$ cat config.mk
export PLATFORM = sky130hd
export DESIGN_NAME = vgacon_term_ctrl_flat
export DESIGN_NICKNAME = d
export VERILOG_FILES = /design/src/rtl/vgacon_pkg.sv /design/src/rtl/vgacon_term_ctrl_if.sv /design/src/rtl/vgacon_term_ctrl.sv /design/src/flat_wrapper.sv
export SDC_FILE = /design/constraint.sdc
export NUM_CORES = 1
export LEC_CHECK = 0
export CAP_MARGIN = 20
export CORE_MARGIN = 3
export CORE_UTILIZATION = 50
export CTS_BUF_LIST = sky130_fd_sc_hd__clkbuf_8 sky130_fd_sc_hd__clkbuf_16
export DETAILED_ROUTE_END_ITERATION = 8
export GPL_TIMING_DRIVEN = 1
export MAX_ROUTING_LAYER = met4
export PLACE_DENSITY_LB_ADDON = 0.1
export SLEW_MARGIN = 10
export SYNTH_ARGS = -nofsm -noshare
export SYNTH_HDL_FRONTEND = slang
export SYNTH_SLANG_ARGS = --single-unit
$ cat constraint.sdc
create_clock -name clk -period 3.7 [get_ports clk]
set_clock_uncertainty 0.15 [all_clocks]
set_input_delay 1.11 -clock clk [delete_from_list [all_inputs] [get_ports clk]]
set_output_delay 1.11 -clock clk [all_outputs]
set_load 0.05 [all_outputs]
$ cat src/rtl/vgacon_pkg.sv
// Shared definitions for the VGA text console: sequencer states,
// control character codes and the default screen geometry.
package vgacon_pkg;

  localparam int unsigned VGA_COLS = 12;
  localparam int unsigned VGA_ROWS = 3;

  localparam logic [6:0] CH_CR    = 7'h0D;
  localparam logic [6:0] CH_LF    = 7'h0A;
  localparam logic [6:0] CH_BS    = 7'h08;
  localparam logic [6:0] CH_BLANK = 7'h20;

  typedef enum logic [2:0] {
    ST_INIT,
    ST_IDLE,
    ST_WRITE,
    ST_COPY,
    ST_FILL,
    ST_CLEAR
  } state_t;

endpackage

$ cat src/rtl/vgacon_term_ctrl_if.sv
// Character stream handshake plus text buffer write/read port.
// master: character source and text RAM; slave: the terminal sequencer.
interface vgacon_term_ctrl_if;
  logic       in_valid;
  logic [6:0] in_char;
  logic       in_ready;
  logic       buf_we;
  logic [5:0] buf_addr;
  logic [6:0] buf_wdata;
  logic [5:0] buf_raddr;
  logic [6:0] buf_rdata;

  modport master (
    output in_valid, in_char, buf_rdata,
    input  in_ready, buf_we, buf_addr, buf_wdata, buf_raddr
  );

  modport slave (
    input  in_valid, in_char, buf_rdata,
    output in_ready, buf_we, buf_addr, buf_wdata, buf_raddr
  );
endinterface

$ cat src/rtl/vgacon_term_ctrl.sv
// Terminal-style write sequencer for the text console buffer: writes
// printable characters at the cursor, handles CR/LF/BS, wraps lines and
// scrolls by copying rows up through the buffer read port.
module vgacon_term_ctrl
  import vgacon_pkg::*;
#(
  parameter int unsigned COLS  = VGA_COLS,
  parameter int unsigned ROWS  = VGA_ROWS,
  parameter logic [6:0]  BLANK = CH_BLANK
) (
  input  logic               clk,
  input  logic               reset,
  vgacon_term_ctrl_if.slave  bus,
  input  logic               clear,
  output logic [5:0]         cursor_pos,
  output logic               busy
);

  localparam int unsigned CW = (COLS > 1) ? $clog2(COLS) : 1;
  localparam int unsigned RW = (ROWS > 1) ? $clog2(ROWS) : 1;

  localparam logic [CW-1:0] COL_LAST   = CW'(COLS - 1);
  localparam logic [RW-1:0] ROW_LAST   = RW'(ROWS - 1);
  localparam logic [5:0]    COLS6      = 6'(COLS);
  localparam logic [5:0]    COPY_LAST  = 6'((ROWS - 1) * COLS - 1);
  localparam logic [5:0]    FILL_FIRST = 6'((ROWS - 1) * COLS);
  localparam logic [5:0]    CELL_LAST  = 6'(ROWS * COLS - 1);

  state_t          state;
  logic [RW-1:0]   row;
  logic [CW-1:0]   col;
  logic [5:0]      cnt;
  logic [6:0]      ch;
  logic            adv;   // WRITE advances the cursor (printable) or not (BS blank)
  logic            printable;

  assign printable    = (bus.in_char >= 7'h20) && (bus.in_char <= 7'h7E);
  assign cursor_pos   = 6'(row) * COLS6 + 6'(col);
  assign busy         = (state != ST_IDLE);
  assign bus.in_ready = (state == ST_IDLE) && !clear;

  // Sequencer state, cursor, counter and latched character.
  always_ff @(posedge clk or posedge reset) begin
    if (reset) begin
      state <= ST_INIT;
      row   <= '0;
      col   <= '0;
      cnt   <= '0;
      ch    <= BLANK;
      adv   <= 1'b0;
    end else if (clear && state != ST_INIT) begin
      state <= ST_CLEAR;
      cnt   <= '0;
      row   <= '0;
      col   <= '0;
    end else begin
      case (state)
        ST_INIT: begin
          state <= ST_CLEAR;
          cnt   <= '0;
          row   <= '0;
          col   <= '0;
        end
        ST_IDLE: begin
          // clear was handled above, so in_ready is high here and
          // in_valid alone marks a handshake
          if (bus.in_valid) begin
            if (printable) begin
              ch    <= bus.in_char;
              adv   <= 1'b1;
              state <= ST_WRITE;
            end else if (bus.in_char == CH_CR) begin
              col <= '0;
            end else if (bus.in_char == CH_LF) begin
              col <= '0;
              if (row != ROW_LAST) begin
                row <= row + 1'b1;
              end else begin
                state <= ST_COPY;
                cnt   <= '0;
              end
            end else if (bus.in_char == CH_BS) begin
              // step back first so WRITE blanks the new cell in place
              if (col != '0) begin
                col   <= col - 1'b1;
                ch    <= BLANK;
                adv   <= 1'b0;
                state <= ST_WRITE;
              end
            end
          end
        end
        ST_WRITE: begin
          if (!adv) begin
            state <= ST_IDLE;
          end else if (col != COL_LAST) begin
            col   <= col + 1'b1;
            state <= ST_IDLE;
          end else begin
            col <= '0;
            if (row != ROW_LAST) begin
              row   <= row + 1'b1;
              state <= ST_IDLE;
            end else begin
              state <= ST_COPY;
              cnt   <= '0;
            end
          end
        end
        ST_COPY: begin
          if (cnt == COPY_LAST) begin
            state <= ST_FILL;
            cnt   <= FILL_FIRST;
          end else begin
            cnt <= cnt + 1'b1;
          end
        end
        ST_FILL: begin
          if (cnt == CELL_LAST) begin
            state <= ST_IDLE;
            cnt   <= '0;
            row   <= ROW_LAST;
            col   <= '0;
          end else begin
            cnt <= cnt + 1'b1;
          end
        end
        ST_CLEAR: begin
          if (cnt == CELL_LAST) begin
            state <= ST_IDLE;
            cnt   <= '0;
          end else begin
            cnt <= cnt + 1'b1;
          end
        end
        default: state <= ST_INIT;
      endcase
    end
  end

  // Buffer port drive, from registered state, counter and read data only.
  always_comb begin
    bus.buf_we    = 1'b0;
    bus.buf_addr  = '0;
    bus.buf_wdata = BLANK;
    bus.buf_raddr = '0;
    case (state)
      ST_WRITE: begin
        bus.buf_we    = 1'b1;
        bus.buf_addr  = cursor_pos;
        bus.buf_wdata = ch;
      end
      ST_COPY: begin
        bus.buf_raddr = cnt + COLS6;
        bus.buf_we    = 1'b1;
        bus.buf_addr  = cnt;
        bus.buf_wdata = bus.buf_rdata;
      end
      ST_FILL, ST_CLEAR: begin
        bus.buf_we    = 1'b1;
        bus.buf_addr  = cnt;
        bus.buf_wdata = BLANK;
      end
      default: ;
    endcase
  end

endmodule

$ cat src/flat_wrapper.sv
// flat-port wrapper written by rule: the top's interface ports become plain ports
module vgacon_term_ctrl_flat import vgacon_pkg::*;
#(
  parameter int unsigned COLS  = VGA_COLS,
  parameter int unsigned ROWS  = VGA_ROWS,
  parameter logic [6:0]  BLANK = CH_BLANK
)
  (clk, reset, clear, cursor_pos, busy, bus_in_valid, bus_in_char, bus_buf_rdata, bus_in_ready, bus_buf_we, bus_buf_addr, bus_buf_wdata, bus_buf_raddr);
  vgacon_term_ctrl_if bus_i ();
  input  logic clk;
  input  logic reset;
  input  logic clear;
  output logic [5:0] cursor_pos;
  output logic busy;
  input wire logic [$bits(bus_i.in_valid)-1:0] bus_in_valid;
  input wire logic [$bits(bus_i.in_char)-1:0] bus_in_char;
  input wire logic [$bits(bus_i.buf_rdata)-1:0] bus_buf_rdata;
  output wire logic [$bits(bus_i.in_ready)-1:0] bus_in_ready;
  output wire logic [$bits(bus_i.buf_we)-1:0] bus_buf_we;
  output wire logic [$bits(bus_i.buf_addr)-1:0] bus_buf_addr;
  output wire logic [$bits(bus_i.buf_wdata)-1:0] bus_buf_wdata;
  output wire logic [$bits(bus_i.buf_raddr)-1:0] bus_buf_raddr;
  assign bus_i.in_valid = bus_in_valid;
  assign bus_i.in_char = bus_in_char;
  assign bus_i.buf_rdata = bus_buf_rdata;
  assign bus_in_ready = bus_i.in_ready;
  assign bus_buf_we = bus_i.buf_we;
  assign bus_buf_addr = bus_i.buf_addr;
  assign bus_buf_wdata = bus_i.buf_wdata;
  assign bus_buf_raddr = bus_i.buf_raddr;
  vgacon_term_ctrl #(.COLS(COLS), .ROWS(ROWS), .BLANK(BLANK)) u_core (.clk(clk), .reset(reset), .bus(bus_i), .clear(clear), .cursor_pos(cursor_pos), .busy(busy));
endmodule
## Word-level counts from Yosys, hierarchy flattened

Cells that the tools add are included.
Widths: inputs -> output; s select.

| cells by class | value |
|---|---|
| $lt $le $gt $ge | 2 |
| bitwise logic cells | 1 |
| equal/unequal tests | 30 |
| shift operators | 0 |
| multipliers | 1 |
| div/mod/pow operators | 0 |
| $add $sub $neg | 6 |
| reductions and logical operators | 19 |
| muxes and demuxes | 60 |

Operator list:

| kind | number |
|---|---|
| $mux 6 | 11 |
| $mux 4 | 10 |
| $mux 3 | 12 |
| $mux 7 | 5 |
| $pmux 6 s5 | 1 |
| $reduce_and 7->1 | 4 |
| $eq 7x4->1 const B | 3 |
| $mux 2 | 10 |
| $pmux 4 s4 | 1 |
| $ne 3x1->1 const B | 5 |
| $ne 5x4->1 const B | 3 |
| $pmux 3 s5 | 1 |
| $pmux 7 s2 | 1 |
| $ne 3x3->1 const B | 4 |
| $pmux 6 s2 | 1 |
| $ne 5x5->1 const B | 2 |
| $pmux 2 s4 | 1 |
| $reduce_and 8->1 | 1 |
| $ge 7x6->1 const B | 1 |
| $le 7x7->1 const B | 1 |
| $add 6x1->6 const B | 1 |
| $add 6x4->6 | 1 |
| $add 6x4->6 const B | 1 |
| $eq 3x2->1 const B | 2 |
| 26 further kinds | 36 |

| word-level totals | value |
|---|---|
| bits in writable memories | 0 |
| output and inout bits | 28 |
| bits in registers | 23 |
| memories kept | 0 |
| bits in latches | 0 |
| ROM bits | 0 |

## Logic depth before layout (Yosys ltp)

| depth | value |
|---|---|
| word-level depth | 9 |
| gate-level depth with buffers | 9 |
| depth with buffers taken out | 8 |

## Least setup slack after synthesis

No wires, ideal clock.

| timing | value |
|---|---|
| path kind | reg2out |
| from | register u_core.row[0] |
| to | output bus_buf_addr[5] |
| setup slack | -0.221 ns |
| data required time | 2.440 ns |
| data arrival time | 2.661 ns |
| cell stages (with the launch flop) | 9 |
| buffers on the path | 0 |
| path through | dfrtp_1 inv_1 ha_1 inv_1 ha_1 a21o_1 nand2_1 xnor2_1 a22o_1 |

| between the ends | value |
|---|---|
| longest elaborated chain between the ends | 3 |

RTL lines:

| what | RTL line | text |
|---|---|---|
| start, declared | vgacon_term_ctrl.sv:30 | `logic [RW-1:0] row;` |
| start signal, assigned | vgacon_term_ctrl.sv:77 | `row <= row + 1'b1;` |
| start signal, assigned | vgacon_term_ctrl.sv:102 | `row <= row + 1'b1;` |
| $mul 2x2->4 | vgacon_term_ctrl.sv:38 | `assign cursor_pos = 6'(row) * COLS6 + 6'(col);` |
| $add 6x4->6 | vgacon_term_ctrl.sv:38 |  |
| via cursor_pos[5] | flat_wrapper.sv:13 | `output logic [5:0] cursor_pos;` |
| $pmux 6 s2 | vgacon_term_ctrl.sv:147 | `case (state)` |
| end, declared | flat_wrapper.sv:20 | `output wire logic [$bits(bus_i.buf_addr)-1:0] bus_buf_addr;` |

The timed path passes the listed nets, and every way through them passes these cells.

## Worst setup path after layout

| timing | value |
|---|---|
| from | input clear |
| to | output bus_in_ready |

| between the ends | value |
|---|---|
| longest elaborated chain between the ends | 2 |

RTL lines:

| what | RTL line | text |
|---|---|---|
| start, declared | flat_wrapper.sv:12 | `input logic clear;` |
| $logic_not 1->1 | vgacon_term_ctrl.sv:40 | `assign bus.in_ready = (state == ST_IDLE) && !clear;` |
| $logic_and 1x1->1 | vgacon_term_ctrl.sv:40 |  |
| end, declared | flat_wrapper.sv:18 | `output wire logic [$bits(bus_i.in_ready)-1:0] bus_in_ready;` |

No other way between the ends.

==> impl_results.md <==
- Gate count after technology mapping: 240
- Worst slew margin: 39.61%
- Antenna violations before repair: 0
- Critical Path Start Type: primary input
- TritonCTS Buffers: 3
- Row cnt: 22
- Vias in the first global route: 1,787
- PD cells: 696.9 nW/µm²
- Global-route wire length before repair: 8880 µm
- Clock Sinks: 23
- TritonCTS clock tree: done
- Clk_lat worst skew: 270 ps
- Htree depth: 1
- Final Cycle Share: 96.05%
- Final WL: 5339 µm
- Area of the core: 3799 µm²
- Post-synth ARST share: 100.0%
- Share of cells above drive strength 1: 17.61%
- Peak VDD IR: 0.0003672 V
- Iter 0 DRT Violations: 101
- Total GRT Usage: 22.58%
- PnR worst setup slack: 146.3 ps
- Post-CTS Setup Inserts: 0
- Leak: 0.001149 µW
- Detailed-router iteration count before antenna repair: 4
- Final Max Slew Viols: 0
- Worst min path class: flip-flop to flip-flop
- Synth Cell Area: 2057 µm²
- Setup Slack @ Placement: 145.5 ps
- Syn Area/Cell: 8.571 µm²
- Power Total: 1896 µW
- #FFs+latches synth: 23
- CP Class: primary input to output pin
- GR Overflow Total: 0
- Clk slew on worst S/H paths: 90 ps
- Worst EP arrival: 2290 ps
- Distinct cells, synth: 63
- Die ar.: 4920 µm²
- Sequential element share of the synthesized area: 28.04%
- Via count: 1,977
- Cts hold-fix bufs: 0
- Final hold vios: 0
- Maxcap violations: 0
- Vias per Instance: 5.955
- Final setup violation count: 0
- Fin Setup TNS: 0 ps
- Status: completed
- DR WL/cell: 16.08 µm
- Warning count from the yosys run: 0
- Unrepaired setup endpoints after global routing: false
- Chip Height: 70.14 µm
- Area growth, synth to finish: 32.30%
- ANT cells: 0
- Post-route DRC: 0
- Initial Util: 54.15%
- Chip width: 70.14 µm
- IO Pins: 46
- Hold slack final: 359.1 ps
- Main synth FF type: dfrtp_1
- Critical Path End Type: output pin
- DP HPWL: 4070 µm
- Port Buffers: 45
- Post-route ant nets: 0
- Slew @ Worst Pin: 904.8 ps
- Fmax: 0.2814 GHz
- Pin count of the biggest net entering global routing: 24
- Cts repair resizes: 0
- GP Congestion: 0.9246
- Clock Tree Root: clkbuf_8
- CP Max Fanout: 3
- Worst EP required: 2440 ps
- Clk buf depth: 2
- Mapped Nets: 273
- Number of fill cells: 310
- Most common cell after layout, fill and taps aside: clkdlybuf4s50_1
- Number of synthesized flops with an enable pin: 0
- Most frequent cells in the layout: clkdlybuf4s50_1, dfrtp_1, inv_1
- Final nets: 318
- Seq. cell area: 576.8 µm²
- Minimum clock period: 3554 ps
- Footprint of the multi-input gates: 1339 µm²
==> registers in the layout, summed over array words and instances (netlist names) <==
register	flops
u_core.adv	1
u_core.ch	7
u_core.cnt	6
u_core.col	4
u_core.row	2
u_core.state	3
==> worst max-delay path: stages <==
cell             delay [ps]
clkdlybuf4s50_1         430
or4b_4                  500
inv_2                   110
buf_12                  140
==> stage by stage <==
stage	area [µm²]	std cells	util (%)
5_1_grt	2721	332	71.64
4_1_cts	2721	332	71.64
2_1_floorplan	2072	240	-
3_3_place_gp	2676	328	70.45
3_5_place_dp	2676	328	70.45
6_report	2721	332	71.64
==> where the power goes <==
part / total (µW) / internal [µW] / switching (µW)
clock network: 161 / 74.4 / 86.6
logic: 1260 / 505 / 758
registers: 473 / 345 / 128
total: 1900 / 924 / 972
==> cell type report <==
class                           count  area share [%]
Timing Repair Buffer               55           23.26
Inverter                           18           2.483
Clock inverter                      1          0.1379
Tap cell                           48           2.207
Multi-Input combinational cell    184           49.20
Clock buffer                        3           1.517
Sequential cell                    23           21.20
==> synthesized netlist by cell type (all sizes together), types with 3 or more instances <==
library cell / number / share of area (%)
dfrtp: 22 / 27
inv: 18 / 3.3
a21oi: 16 / 3.9
nor2: 15 / 2.9
ha: 14 / 8.5
nand2: 14 / 2.6
o21ai: 12 / 2.9
a22o: 10 / 4.3
buf: 10 / 3.4
nand3: 9 / 2.2
a22oi: 7 / 2.6
nor2b: 7 / 2.1
a21o: 5 / 1.8
clkbuf: 5 / 0.91
nand2b: 5 / 1.5
o211ai: 5 / 2.1
or2: 5 / 1.6
a211oi: 4 / 1.7
nand3b: 4 / 1.5
nor3: 4 / 0.97
o31ai: 4 / 1.5
mux2: 3 / 2.0
nand4: 3 / 0.91
nor4b: 3 / 2.0
o22ai: 3 / 0.91
xnor2: 3 / 1.3
==> logic make-up after synthesis <==
family	Yosys count	share of synthesized area, %
AOI/OAI and AO/OA	78	26.64
xor gates and xnor gates	5	2.129
adders and majority gates	15	9.489
buffers and inverters	33	7.603
DFF	23	28.04
muxes	4	2.494
and+or+nand+nor	82	23.60
==> metal layers <==
| layer | share of wire (%) | global-route usage, % |
|---|---|---|
| met5 | 0 | - |
| met4 | 1.1 | 5.106 |
| met3 | 5.0 | 2.446 |
| met2 | 46 | 34.94 |
| met1 | 48 | 31.87 |
==> final timing paths <==
check	startpoint	to	slack (ps)	cells past startpoint
min in group asynchronous	reset	u_core.cnt[0]$_DFFE_PP0P_	1180	2
max in group asynchronous	reset	u_core.state[2]$_DFFE_PP0P_	1660	2
max	clear	bus_in_ready	150	4
min	u_core.ch[5]$_DFFE_PP1P_	u_core.ch[5]$_DFFE_PP1P_	360	2
min reg2reg	u_core.ch[5]$_DFFE_PP1P_	u_core.ch[5]$_DFFE_PP1P_	360	2
max reg2reg	u_core.cnt[2]$_DFFE_PP0P_	u_core.col[3]$_DFFE_PP0P_	1240	7
(Power assumes the default switching activity.)
